**config.mk**
```make
export PLATFORM = sky130hd
export DESIGN_NAME = hub75_panel_monitor_flat
export DESIGN_NICKNAME = d
export VERILOG_FILES = /design/src/rtl/hub75_pkg.sv /design/src/rtl/hub75_panel_monitor_if.sv /design/src/rtl/hub75_line_buffer.sv /design/src/rtl/hub75_panel_monitor.sv /design/src/flat_wrapper.sv
export SDC_FILE = /design/constraint.sdc
export NUM_CORES = 1
export LEC_CHECK = 0
export CAP_MARGIN = 25
export CELL_PAD_IN_SITES_DETAIL_PLACEMENT = 0
export CELL_PAD_IN_SITES_GLOBAL_PLACEMENT = 1
export CORE_UTILIZATION = 56
export DETAILED_ROUTE_END_ITERATION = 10
export HOLD_SLACK_MARGIN = 0.15
export MAX_ROUTING_LAYER = met4
export PLACE_DENSITY = 0.95
export SLEW_MARGIN = 20
export SYNTH_ARGS = -nofsm -noshare
export SYNTH_HDL_FRONTEND = slang
export SYNTH_SLANG_ARGS = --single-unit
```
**constraint.sdc**
```tcl
create_clock -name clk -period 5 [get_ports clk]
set_clock_uncertainty 0.05 [all_clocks]
set_input_delay 1 -clock clk [delete_from_list [all_inputs] [get_ports clk]]
set_output_delay 1 -clock clk [all_outputs]
set_load 0.01 [all_outputs]
```
**src/rtl/hub75_pkg.sv**
```systemverilog
// Shared types and width helpers for the HUB75 panel monitor.
package hub75_pkg;

    typedef enum logic [0:0] {
        WAIT_SYNC = 1'b0,
        ACCUM     = 1'b1
    } mon_state_e;

    // Width of the per-cycle increment fed to the saturating accumulators.
    localparam int SAT_INC_W = 1;

    function automatic int addr_w(input int rows);
        return $clog2(rows);
    endfunction

    function automatic int col_w(input int width);
        return $clog2(width);
    endfunction

    function automatic int row_w(input int chains, input int rows);
        return $clog2(chains) + $clog2(rows);
    endfunction

    function automatic int cnt_w(input int width);
        return $clog2(width + 1);
    endfunction

endpackage

```
**src/rtl/hub75_panel_monitor_if.sv**
```systemverilog
// HUB75 bus as seen on the panel connector; the controller drives, the monitor listens.
interface hub75_panel_monitor_if #(
    parameter int CHAINS = 2,
    parameter int AW     = 4
);
    logic [CHAINS-1:0] hub75_red;
    logic [CHAINS-1:0] hub75_green;
    logic [CHAINS-1:0] hub75_blue;
    logic [AW-1:0]     hub75_addr;
    logic              hub75_clk;
    logic              hub75_latch;
    logic              hub75_oe;

    modport master (
        output hub75_red, hub75_green, hub75_blue,
        output hub75_addr, hub75_clk, hub75_latch, hub75_oe
    );

    modport slave (
        input hub75_red, hub75_green, hub75_blue,
        input hub75_addr, hub75_clk, hub75_latch, hub75_oe
    );
endinterface

```
**src/rtl/hub75_line_buffer.sv**
```systemverilog
// Column counter, shift register and latched line of the panel, with shift-count error flags.
module hub75_line_buffer
    import hub75_pkg::*;
#(
    parameter int PANEL_WIDTH = 64,
    parameter int CHAINS      = 2
) (
    input  logic                          clk,
    input  logic                          n_reset,
    input  logic                          i_shift,
    input  logic                          i_latch_hi,
    input  logic                          i_latch_rise,
    input  logic                          i_err_clear,
    input  logic [CHAINS-1:0]             i_red,
    input  logic [CHAINS-1:0]             i_green,
    input  logic [CHAINS-1:0]             i_blue,
    input  logic [col_w(PANEL_WIDTH)-1:0] i_probe_x,
    input  logic [$clog2(CHAINS)-1:0]     i_probe_chain,
    output logic [2:0]                    o_probe_rgb,
    output logic                          o_err_overflow,
    output logic                          o_err_short
);

    localparam int XW = col_w(PANEL_WIDTH);
    localparam int NW = cnt_w(PANEL_WIDTH);
    localparam logic [NW-1:0] FULL = NW'(PANEL_WIDTH);
    localparam logic [NW-1:0] ONE  = {{(NW-1){1'b0}}, 1'b1};

    logic [NW-1:0]     r_col_cnt;
    logic [NW-1:0]     w_base_cnt;
    logic [NW-1:0]     w_next_cnt;
    logic [XW-1:0]     w_wr_idx;
    logic              w_wr_en;
    logic              w_ovf_set;
    logic              w_short_set;
    logic [CHAINS-1:0] r_shift_red   [PANEL_WIDTH];
    logic [CHAINS-1:0] r_shift_green [PANEL_WIDTH];
    logic [CHAINS-1:0] r_shift_blue  [PANEL_WIDTH];
    logic [CHAINS-1:0] r_lat_red     [PANEL_WIDTH];
    logic [CHAINS-1:0] r_lat_green   [PANEL_WIDTH];
    logic [CHAINS-1:0] r_lat_blue    [PANEL_WIDTH];

    // Next column position; a shift coinciding with a latch edge starts the new line at x=0.
    always_comb begin
        w_base_cnt  = i_latch_rise ? {NW{1'b0}} : r_col_cnt;
        w_short_set = i_latch_rise & (r_col_cnt < FULL);
        w_wr_en     = 1'b0;
        w_ovf_set   = 1'b0;
        w_next_cnt  = w_base_cnt;
        if (i_shift) begin
            if (w_base_cnt < FULL) begin
                w_wr_en    = 1'b1;
                w_next_cnt = w_base_cnt + ONE;
            end else begin
                w_ovf_set  = 1'b1;
            end
        end else begin
            w_next_cnt = w_base_cnt;
        end
        w_wr_idx = w_base_cnt[XW-1:0];
    end

    // Column counter and shift register storage.
    always_ff @(posedge clk or negedge n_reset) begin
        if (!n_reset) begin
            r_col_cnt <= {NW{1'b0}};
            for (int i = 0; i < PANEL_WIDTH; i++) begin
                r_shift_red[i]   <= {CHAINS{1'b0}};
                r_shift_green[i] <= {CHAINS{1'b0}};
                r_shift_blue[i]  <= {CHAINS{1'b0}};
            end
        end else begin
            r_col_cnt <= w_next_cnt;
            if (w_wr_en) begin
                r_shift_red[w_wr_idx]   <= i_red;
                r_shift_green[w_wr_idx] <= i_green;
                r_shift_blue[w_wr_idx]  <= i_blue;
            end
        end
    end

    // Latched line is transparent to the shift register for every cycle latch is high.
    always_ff @(posedge clk or negedge n_reset) begin
        if (!n_reset) begin
            for (int i = 0; i < PANEL_WIDTH; i++) begin
                r_lat_red[i]   <= {CHAINS{1'b0}};
                r_lat_green[i] <= {CHAINS{1'b0}};
                r_lat_blue[i]  <= {CHAINS{1'b0}};
            end
        end else if (i_latch_hi) begin
            r_lat_red   <= r_shift_red;
            r_lat_green <= r_shift_green;
            r_lat_blue  <= r_shift_blue;
        end
    end

    // Sticky shift-count flags; clear wins over a same-cycle set.
    always_ff @(posedge clk or negedge n_reset) begin
        if (!n_reset) begin
            o_err_overflow <= 1'b0;
            o_err_short    <= 1'b0;
        end else if (i_err_clear) begin
            o_err_overflow <= 1'b0;
            o_err_short    <= 1'b0;
        end else begin
            o_err_overflow <= o_err_overflow | w_ovf_set;
            o_err_short    <= o_err_short | w_short_set;
        end
    end

    // Probe read port: {blue, green, red} of one latched pixel.
    always_comb begin
        o_probe_rgb = {r_lat_blue[i_probe_x][i_probe_chain],
                       r_lat_green[i_probe_x][i_probe_chain],
                       r_lat_red[i_probe_x][i_probe_chain]};
    end

endmodule

```
**src/rtl/hub75_panel_monitor.sv**
```systemverilog
// HUB75 panel-side monitor: rebuilds the latched line and integrates probe-pixel on-time per frame.
// Optional latch-during-OE check is built when HUB75_MON_GHOST_CHECK_EN is defined.
module hub75_panel_monitor
    import hub75_pkg::*;
#(
    parameter int PANEL_WIDTH = 64,
    parameter int SCAN_ROWS   = 16,
    parameter int CHAINS      = 2,
    parameter int ACC_WIDTH   = 24
) (
    input  logic                                  clk,
    input  logic                                  n_reset,
    hub75_panel_monitor_if.slave                  bus,
    input  logic [col_w(PANEL_WIDTH)-1:0]         probe_x,
    input  logic [row_w(CHAINS, SCAN_ROWS)-1:0]   probe_y,
    input  logic                                  err_clear,
    output logic                                  frame_done,
    output logic [ACC_WIDTH-1:0]                  frame_red,
    output logic [ACC_WIDTH-1:0]                  frame_green,
    output logic [ACC_WIDTH-1:0]                  frame_blue,
    output logic [ACC_WIDTH-1:0]                  frame_oe_cycles,
    output logic                                  err_overflow,
    output logic                                  err_short,
    output logic                                  err_addr_oe,
    output logic                                  err_latch_oe
);

    localparam int AW = addr_w(SCAN_ROWS);
    localparam int XW = col_w(PANEL_WIDTH);
    localparam int YW = row_w(CHAINS, SCAN_ROWS);
    localparam logic [AW-1:0] LAST_ROW = AW'(SCAN_ROWS - 1);

    function automatic logic [ACC_WIDTH-1:0] sat_inc(input logic [ACC_WIDTH-1:0] a,
                                                    input logic [SAT_INC_W-1:0] inc);
        if (a == {ACC_WIDTH{1'b1}}) begin
            return a;
        end else begin
            return a + {{(ACC_WIDTH-SAT_INC_W){1'b0}}, inc};
        end
    endfunction

    logic [CHAINS-1:0]    r_red, r_green, r_blue;
    logic [AW-1:0]        r_addr, r_addr_d;
    logic                 r_clk, r_clk_d, r_latch, r_latch_d, r_oe, r_oe_d;
    mon_state_e           r_state, w_state_next;
    logic                 w_accumulate, w_frame_done_s, w_probe_load;
    logic [XW-1:0]        r_probe_x;
    logic [YW-1:0]        r_probe_y;
    logic [ACC_WIDTH-1:0] r_acc_red, r_acc_green, r_acc_blue, r_acc_oe;
    logic [ACC_WIDTH-1:0] w_acc_red_nxt, w_acc_green_nxt, w_acc_blue_nxt, w_acc_oe_nxt;
    logic [2:0]           w_probe_rgb;
    logic                 w_clk_rise, w_latch_rise, w_frame_end, w_oe_on, w_probe_hit;
    logic                 w_addr_oe_set;

    // Single input register stage plus one history stage for edge detection; OE idles deasserted.
    always_ff @(posedge clk or negedge n_reset) begin
        if (!n_reset) begin
            r_red     <= {CHAINS{1'b0}};
            r_green   <= {CHAINS{1'b0}};
            r_blue    <= {CHAINS{1'b0}};
            r_addr    <= {AW{1'b0}};
            r_addr_d  <= {AW{1'b0}};
            r_clk     <= 1'b0;
            r_clk_d   <= 1'b0;
            r_latch   <= 1'b0;
            r_latch_d <= 1'b0;
            r_oe      <= 1'b1;
            r_oe_d    <= 1'b1;
        end else begin
            r_red     <= bus.hub75_red;
            r_green   <= bus.hub75_green;
            r_blue    <= bus.hub75_blue;
            r_addr    <= bus.hub75_addr;
            r_addr_d  <= r_addr;
            r_clk     <= bus.hub75_clk;
            r_clk_d   <= r_clk;
            r_latch   <= bus.hub75_latch;
            r_latch_d <= r_latch;
            r_oe      <= bus.hub75_oe;
            r_oe_d    <= r_oe;
        end
    end

    assign w_clk_rise    = r_clk & ~r_clk_d;
    assign w_latch_rise  = r_latch & ~r_latch_d;
    assign w_frame_end   = (r_addr_d == LAST_ROW) && (r_addr == {AW{1'b0}});
    assign w_oe_on       = ~r_oe;
    assign w_probe_hit   = w_oe_on & (r_addr == r_probe_y[AW-1:0]);
    assign w_addr_oe_set = (r_addr != r_addr_d) & ~r_oe & ~r_oe_d;

    hub75_line_buffer #(
        .PANEL_WIDTH (PANEL_WIDTH),
        .CHAINS      (CHAINS)
    ) u_line_buffer (
        .clk            (clk),
        .n_reset        (n_reset),
        .i_shift        (w_clk_rise),
        .i_latch_hi     (r_latch),
        .i_latch_rise   (w_latch_rise),
        .i_err_clear    (err_clear),
        .i_red          (r_red),
        .i_green        (r_green),
        .i_blue         (r_blue),
        .i_probe_x      (r_probe_x),
        .i_probe_chain  (r_probe_y[YW-1:AW]),
        .o_probe_rgb    (w_probe_rgb),
        .o_err_overflow (err_overflow),
        .o_err_short    (err_short)
    );

    assign w_acc_oe_nxt    = sat_inc(r_acc_oe, w_oe_on);
    assign w_acc_red_nxt   = sat_inc(r_acc_red, w_probe_hit & w_probe_rgb[0]);
    assign w_acc_green_nxt = sat_inc(r_acc_green, w_probe_hit & w_probe_rgb[1]);
    assign w_acc_blue_nxt  = sat_inc(r_acc_blue, w_probe_hit & w_probe_rgb[2]);

    // Frame sync state register.
    always_ff @(posedge clk or negedge n_reset) begin
        if (!n_reset) begin
            r_state <= WAIT_SYNC;
        end else begin
            r_state <= w_state_next;
        end
    end

    // The first wrap only arms the monitor; every later wrap closes a frame.
    always_comb begin
        w_state_next   = r_state;
        w_accumulate   = 1'b0;
        w_frame_done_s = 1'b0;
        w_probe_load   = 1'b0;
        case (r_state)
            WAIT_SYNC: begin
                if (w_frame_end) begin
                    w_state_next = ACCUM;
                    w_probe_load = 1'b1;
                end else begin
                    w_state_next = WAIT_SYNC;
                end
            end
            ACCUM: begin
                w_accumulate = 1'b1;
                if (w_frame_end) begin
                    w_frame_done_s = 1'b1;
                    w_probe_load   = 1'b1;
                end else begin
                    w_frame_done_s = 1'b0;
                end
            end
            default: begin
                w_state_next = WAIT_SYNC;
            end
        endcase
    end

    // Running accumulators; the wrap cycle still belongs to the frame being closed.
    always_ff @(posedge clk or negedge n_reset) begin
        if (!n_reset) begin
            r_acc_red   <= {ACC_WIDTH{1'b0}};
            r_acc_green <= {ACC_WIDTH{1'b0}};
            r_acc_blue  <= {ACC_WIDTH{1'b0}};
            r_acc_oe    <= {ACC_WIDTH{1'b0}};
        end else if (w_frame_done_s || !w_accumulate) begin
            r_acc_red   <= {ACC_WIDTH{1'b0}};
            r_acc_green <= {ACC_WIDTH{1'b0}};
            r_acc_blue  <= {ACC_WIDTH{1'b0}};
            r_acc_oe    <= {ACC_WIDTH{1'b0}};
        end else begin
            r_acc_red   <= w_acc_red_nxt;
            r_acc_green <= w_acc_green_nxt;
            r_acc_blue  <= w_acc_blue_nxt;
            r_acc_oe    <= w_acc_oe_nxt;
        end
    end

    // Frame result registers and done pulse.
    always_ff @(posedge clk or negedge n_reset) begin
        if (!n_reset) begin
            frame_done      <= 1'b0;
            frame_red       <= {ACC_WIDTH{1'b0}};
            frame_green     <= {ACC_WIDTH{1'b0}};
            frame_blue      <= {ACC_WIDTH{1'b0}};
            frame_oe_cycles <= {ACC_WIDTH{1'b0}};
        end else begin
            frame_done <= w_frame_done_s;
            if (w_frame_done_s) begin
                frame_red       <= w_acc_red_nxt;
                frame_green     <= w_acc_green_nxt;
                frame_blue      <= w_acc_blue_nxt;
                frame_oe_cycles <= w_acc_oe_nxt;
            end
        end
    end

    // Probe coordinates are frozen for a whole frame so a mid-frame change cannot split counts.
    always_ff @(posedge clk or negedge n_reset) begin
        if (!n_reset) begin
            r_probe_x <= {XW{1'b0}};
            r_probe_y <= {YW{1'b0}};
        end else if (w_probe_load) begin
            r_probe_x <= probe_x;
            r_probe_y <= probe_y;
        end
    end

    // Sticky address-change-while-lit flag.
    always_ff @(posedge clk or negedge n_reset) begin
        if (!n_reset) begin
            err_addr_oe <= 1'b0;
        end else if (err_clear) begin
            err_addr_oe <= 1'b0;
        end else begin
            err_addr_oe <= err_addr_oe | w_addr_oe_set;
        end
    end

`ifdef HUB75_MON_GHOST_CHECK_EN
    // Sticky latch-while-lit flag (ghosting hazard).
    always_ff @(posedge clk or negedge n_reset) begin
        if (!n_reset) begin
            err_latch_oe <= 1'b0;
        end else if (err_clear) begin
            err_latch_oe <= 1'b0;
        end else begin
            err_latch_oe <= err_latch_oe | (r_latch & ~r_oe);
        end
    end
`else
    assign err_latch_oe = 1'b0;
`endif

endmodule

```
**src/flat_wrapper.sv**
```systemverilog
// flat-port wrapper written by rule: the top's interface ports become plain ports
module hub75_panel_monitor_flat import hub75_pkg::*;
#(
    parameter int PANEL_WIDTH = 64,
    parameter int SCAN_ROWS   = 16,
    parameter int CHAINS      = 2,
    parameter int ACC_WIDTH   = 24
)
  (clk, n_reset, probe_x, probe_y, err_clear, frame_done, frame_red, frame_green, frame_blue, frame_oe_cycles, err_overflow, err_short, err_addr_oe, err_latch_oe, bus_hub75_red, bus_hub75_green, bus_hub75_blue, bus_hub75_addr, bus_hub75_clk, bus_hub75_latch, bus_hub75_oe);
  hub75_panel_monitor_if #(.CHAINS(CHAINS)) bus_i ();
  input  logic clk;
  input  logic n_reset;
  input  logic [col_w(PANEL_WIDTH)-1:0] probe_x;
  input  logic [row_w(CHAINS, SCAN_ROWS)-1:0] probe_y;
  input  logic err_clear;
  output logic frame_done;
  output logic [ACC_WIDTH-1:0] frame_red;
  output logic [ACC_WIDTH-1:0] frame_green;
  output logic [ACC_WIDTH-1:0] frame_blue;
  output logic [ACC_WIDTH-1:0] frame_oe_cycles;
  output logic err_overflow;
  output logic err_short;
  output logic err_addr_oe;
  output logic err_latch_oe;
  input wire logic [$bits(bus_i.hub75_red)-1:0] bus_hub75_red;
  input wire logic [$bits(bus_i.hub75_green)-1:0] bus_hub75_green;
  input wire logic [$bits(bus_i.hub75_blue)-1:0] bus_hub75_blue;
  input wire logic [$bits(bus_i.hub75_addr)-1:0] bus_hub75_addr;
  input wire logic [$bits(bus_i.hub75_clk)-1:0] bus_hub75_clk;
  input wire logic [$bits(bus_i.hub75_latch)-1:0] bus_hub75_latch;
  input wire logic [$bits(bus_i.hub75_oe)-1:0] bus_hub75_oe;
  assign bus_i.hub75_red = bus_hub75_red;
  assign bus_i.hub75_green = bus_hub75_green;
  assign bus_i.hub75_blue = bus_hub75_blue;
  assign bus_i.hub75_addr = bus_hub75_addr;
  assign bus_i.hub75_clk = bus_hub75_clk;
  assign bus_i.hub75_latch = bus_hub75_latch;
  assign bus_i.hub75_oe = bus_hub75_oe;
  hub75_panel_monitor #(.PANEL_WIDTH(PANEL_WIDTH), .SCAN_ROWS(SCAN_ROWS), .CHAINS(CHAINS), .ACC_WIDTH(ACC_WIDTH)) u_core (.clk(clk), .n_reset(n_reset), .bus(bus_i), .probe_x(probe_x), .probe_y(probe_y), .err_clear(err_clear), .frame_done(frame_done), .frame_red(frame_red), .frame_green(frame_green), .frame_blue(frame_blue), .frame_oe_cycles(frame_oe_cycles), .err_overflow(err_overflow), .err_short(err_short), .err_addr_oe(err_addr_oe), .err_latch_oe(err_latch_oe));
endmodule
```
Word-level counts from Yosys, hierarchy flattened
Index checks and enable logic that the tools add are counted.

storage, ports and cells
  logic and storage cells = 494
  register bits after elaboration = 1,003
  bits of input ports = 27

operators by class
  bitwise logic cells = 18
  eq/ne operators = 7
  reduce and logical (&&, ||, !) cells = 5
  add/sub/neg operators = 5
  multiplexer cells = 42
  magnitude comparators = 6

operators with widths
  kind                    number
  $bwmux W128             3
  $mux W24                8
  $add A24 B1 Y24         4
  $eq A24 B24 Y1 const B  4
  $bmux W2 S6             3
  $mux W7                 3
  $mux W1                 17
  $ge A7 B7 Y1 const B    2
  $lt A7 B7 Y1 const B    2
  $mux W2                 7
  $not A6 Y7              2
  $demux W2 S6            1
  $and A1 B1 Y1           9
  $add A7 B1 Y7 const B   1
  $lt A7 B1 Y1 const B    1
  $eq A4 B4 Y1            1
  $eq A4 B4 Y1 const B    1
  $logic_not A4 Y1        1
  $ne A4 B4 Y1            1
  $not A1 Y1              4
  $or A1 B1 Y1            3
  $logic_and A1 B1 Y1     2
  $lt A1 B2 Y1 const B    1
  $logic_not A1 Y1        1
  $logic_or A1 B1 Y1      1

Depth between registers and ports, before layout
  word-level depth = 10
  mapped depth = 15
  mapped depth without buffers = 11

Cells and area by module
From an unflattened synthesis, not the netlist that was laid out.

second synthesis, totals
  cell total of the unflattened synthesis = 2,910
  area total of the unflattened synthesis = 41,969.0 µm²

by module, submodules not included
  module               sequential area each (µm²)  instances  area each (µm²)  cells each
  hub75_line_buffer    19,443.6                    1          32,083.3         1,927
  hub75_panel_monitor  5,657.9                     1          9,885.7          983

Worst setup path before layout
Ideal clock, no wire load.

  path kind = reg2reg
  start point = register u_core.r_probe_x[4]
  end point = register u_core.frame_blue[23]
  buffers on the path = 3
  data required time = 4.868 ns
  path slack = 1.695 ns
  cell stages (with the launch flop) = 15
  data arrival time = 3.173 ns
  clock period less this slack = 3.305 ns
  path through = dfrtp_1 > clkbuf_1 > clkbuf_1 > nand2_1 > clkbuf_1 > o22ai_1 > o41ai_1 > nor4_1 > o32ai_1 > ha_1 > and4_1 > nand4_1 > a311oi_2 > or3b_1 > a31oi_1

between the ends
  cells in the longest elaborated chain, start to end = 9

ends and longest elaborated chain
  what                                         RTL line                    source
  start: declaration                           hub75_panel_monitor.sv:47   logic [XW-1:0] r_probe_x;
  start signal: assignment                     hub75_panel_monitor.sv:197  r_probe_x <= {XW{1'b0}};
  start signal: assignment                     hub75_panel_monitor.sv:200  r_probe_x <= probe_x;
  $not A6 Y7 (implied by the code)             hub75_line_buffer.sv:113    o_probe_rgb = {r_lat_blue[i_probe_x][i_probe_chain],
  $bmux W2 S6                                  hub75_line_buffer.sv:113
  $mux W2 (implied by the code) (2 in series)  hub75_line_buffer.sv:113
  $mux W1 (implied by the code) (2 in series)  hub75_line_buffer.sv:113
  $and A1 B1 Y1                                hub75_panel_monitor.sv:114  assign w_acc_blue_nxt = sat_inc(r_acc_blue, w_probe_hit & w_probe_rgb[2]);
  $add A24 B1 Y24                              hub75_panel_monitor.sv:38   return a + {{(ACC_WIDTH-SAT_INC_W){1'b0}}, inc};
  $mux W24                                     hub75_panel_monitor.sv:35   if (a == {ACC_WIDTH{1'b1}}) begin
  end signal: assignment                       hub75_panel_monitor.sv:181  frame_blue <= {ACC_WIDTH{1'b0}};
  end signal: assignment                       hub75_panel_monitor.sv:188  frame_blue <= w_acc_blue_nxt;
  end: declaration                             hub75_panel_monitor.sv:20   output logic [ACC_WIDTH-1:0] frame_blue,

No other way between the ends. The select of a mux whose other input is x is not followed.
A chain may end at the register's enable or synchronous reset.

Final worst setup path
  start point = register u_core.r_probe_x[1]
  end point = register u_core.frame_green[16]

between the ends
  cells in the longest elaborated chain, start to end = 9

ends and longest elaborated chain
  what                                         RTL line                    source
  $not A6 Y7 (implied by the code)             hub75_line_buffer.sv:114    r_lat_green[i_probe_x][i_probe_chain],
  $bmux W2 S6                                  hub75_line_buffer.sv:114
  $mux W2 (implied by the code) (2 in series)  hub75_line_buffer.sv:114
  $mux W1 (implied by the code) (2 in series)  hub75_line_buffer.sv:114
  $and A1 B1 Y1                                hub75_panel_monitor.sv:113  assign w_acc_green_nxt = sat_inc(r_acc_green, w_probe_hit & w_probe_rgb[1]);
  $add A24 B1 Y24                              hub75_panel_monitor.sv:38
  $mux W24                                     hub75_panel_monitor.sv:35
  end signal: assignment                       hub75_panel_monitor.sv:180  frame_green <= {ACC_WIDTH{1'b0}};
  end signal: assignment                       hub75_panel_monitor.sv:187  frame_green <= w_acc_green_nxt;
  end: declaration                             hub75_panel_monitor.sv:19   output logic [ACC_WIDTH-1:0] frame_green,

No other way between the ends. The select of a mux whose other input is x is not followed.

==> results.md <==
- Setup TNS: 0 ns
- Post-synth top area cell: dfrtp_1
- Fill cells: 5102
- Post-cts resize count: 0
- Routed WL: 98500 microns
- Remaining DRCs: 0
- Mean Syn Cell Area: 14.0 sq um
- Worst Setup Start Kind: flop
- TritonRoute pass-1 iters: 5
- Die area: 76700 sq um
- Least-Margin Pin Slew: 1.03 ns
- Tot GR Track Use: 26.7%
- Max clock buf depth: 3
- Register area share after synthesis: 59.3%
- Mapped Cells: 3017
- Vias in the first global route: 27200
- Seq. cell area: 25100 sq um
- # port buffers: 126
- Syn_nets: 3056
- Nets: 3160
- Largest net degree at the start of global routing: 154
- Async set-reset flop share out of synthesis: 100%
- Area Overhead vs Synth: 13.8%
- WL per Instance: 23.6 microns
- First-pass GRT wire length: 157000 microns
- Synth warn: 0
- RePlAce Congestion: 0.891
- Clock Sinks: 1003
- Inserted Clock Buffers: 102
- CP required: 5.46 ns
- Yosys reg bits: 1003
- Peak VDD IR: 0.000286 V
- Die Span X: 277 microns
- Core box area: 74600 sq um
- Final min period: 4.48 ns
- H-tree levels: 3
- Post-detail-place hpwl: 62600 microns
- HP Class: input pin to async pin
- Final Hold Viols: 0
- Final Setup Violations: 0
- Clock slew seen by the registers of the worst setup and hold paths: 0.06 ns
- RR Endpoint: u_core.frame_green[16]
- Vias after detailed routing: 26000
- Via density: 6.22
- Fmax: 223 MHz
- Leak: 22.6 nW
- Worst r2r src: u_core.r_probe_x[1]
- Crit path DAT: 4.94 ns
- Area of the multi-input gates: 16300 sq um
- Most frequent cell after synthesis: dfrtp_1
- Reg-to-reg slack, setup: 0.52 ns
- CTS tree: built
- Rows: 100
- Later-pin clock latency in the skew report: 0.66 ns
- Post-synth top area share: 59.2%
- Post-route ant nets: 0
- Die Ht: 277 microns
- GRT overflow: 0
- Area contributors post-synth: dfrtp_1 59%, mux2_2 22%, mux4_2 3.9%
- Outcome: finished clean
- Setup crit end kind: flop
- DP Area: 44500 sq um
- Post-synth EDFFs: 0
- MaxCap Viol Count: 0
- Synth top cells by count: 1001 x dfrtp_1, 825 x mux2_2, 136 x nor2_1
- Cell area after synthesis: 42300 sq um
- Antenna violations before repair: 2
- WS Path Type: flop to flop
- Final period util: 89.5%
- Initial core utilization: 56.7%
- Post-CTS setup buffer count: 0
- R2R depth: 13
- Clock root buffer: clkbuf_16
- Synth cell types: 68
- CTS Hold Bufs: 0
- Number of DRC markers in iteration 0: 2063
- Max_slew headroom: 31.1%
- Cell Pwr Density: 365 nW/um^2
- RSZ-0062 raised after global routing: no
- I/O pin count: 128
- Main synth FF type: dfrtp_1
- Final instance area: 48200 sq um
- Final Max Slew Viols: 0
- Layout cells sized above 1: 36.9%
- Critical-path maximum fanout: 40
## cell usage in the layout (no fill, tap or decap), types with 10 or more instances in the layout
master	count
and4_1	13
a31oi_1	64
or3_1	42
dfrtp_1	992
o21ai_0	80
nor2_1	136
clkbuf_16	106
and3_1	17
clkbuf_8	23
nand2_1	122
a21oi_1	65
clkinv_2	25
ha_1	12
buf_4	43
nor3_1	20
inv_1	15
nand2b_1	10
mux4_2	74
xnor2_1	26
nand4_1	31
nor2_2	14
clkbuf_1	17
o31ai_1	22
clkdlybuf4s50_1	125
o22ai_1	27
nor2b_1	19
or4_1	21
mux2_2	825
nand3_1	41
mux2i_1	23
buf_12	12
## registers in the layout, summed over array words and instances (netlist names), 128 cells and up
name / cells
u_core.u_line_buffer.r_lat_red: 128
u_core.u_line_buffer.r_shift_green: 128
u_core.u_line_buffer.r_shift_blue: 128
u_core.u_line_buffer.r_lat_blue: 128
u_core.u_line_buffer.r_lat_green: 128
u_core.u_line_buffer.r_shift_red: 128
## report_power, final
| part | total [mW] | leakage [nW] | internal, mW | switching, mW |
|---|---|---|---|---|
| Combinational | 1.14 | 7.04 | 0.496 | 0.643 |
| Sequential | 8.62 | 13.9 | 8.40 | 0.214 |
| Clock | 7.84 | 1.74 | 4.68 | 3.16 |
## metal layers
metal | track usage, % | up-vias | wire length (microns)
met5 | - | - | 0
met4 | 7.26 | 0 | 2600
met3 | 4.27 | 221 | 4950
met2 | 44.4 | 792 | 49600
met1 | 34.4 | 13700 | 41400
li1 | - | 11200 | -
## critical path, stage by stage (launching register included)
cell and delay (ns):
dfrtp_4 0.83, buf_12 0.32, mux2_2 0.23, o22ai_1 0.08, nor3_1 0.56, nor4_1 0.21
o32ai_1 0.34, buf_4 0.20, ha_1 0.24, ha_1 0.26, nand2_1 0.14, a2111oi_0 0.51
xnor2_1 0.20, o21ai_0 0.12
## worst max-delay path by stage
stage / startpoint / to / depth (start not counted)
6_report: u_core.r_probe_x[1] / u_core.frame_green[16] / 13
5_1_grt: u_core.r_probe_x[1] / u_core.frame_green[16] / 13
4_1_cts: u_core.r_probe_x[1] / u_core.frame_red[23] / 13
3_5_place_dp: u_core.r_probe_x[1] / u_core.frame_red[23] / 13
3_3_place_gp: u_core.r_probe_x[1] / u_core.frame_red[23] / 13
2_1_floorplan: u_core.r_probe_x[4] / u_core.frame_blue[23] / 14
## logic make-up after synthesis
| group | after synthesis | synth area share [%] |
|---|---|---|
| adders and majority gates | 12 | 0.355 |
| and+or+nand+nor | 532 | 6.52 |
| muxes | 924 | 26.5 |
| DFF | 1003 | 59.3 |
| xor gates and xnor gates | 32 | 0.662 |
| buffers and inverters | 202 | 2.17 |
| other | 1 | 0.00886 |
| AOI/OAI and AO/OA | 311 | 4.48 |
## layout make-up
type                       count  share of cell area [%]
timing repair buffer         186                    4.02
clock buffer                 146                    6.30
clock inverter                43                   0.998
multi-input combinational   1812                    33.9
inverter                      16                   0.127
antenna                        2                  0.0104
sequential                  1003                    52.2
tap                          969                    2.52
## per-stage QoR
stage               hold WS, ns  utilization, %  setup slack (ns)  total power, mW  std cells
finish                    0.167            64.6             0.523             17.6       4177
detailed placement        0.355            59.7             0.620             9.87       3981
CTS                       0.366            64.4             0.593             17.7       4170
global route              0.174            64.6             0.238             18.1       4177
global placement          0.353            59.7             0.679             9.81       3980
floorplan                 0.299               -              1.70             9.36       3017
No activity file was read; power rests on OpenSTA's default activity.
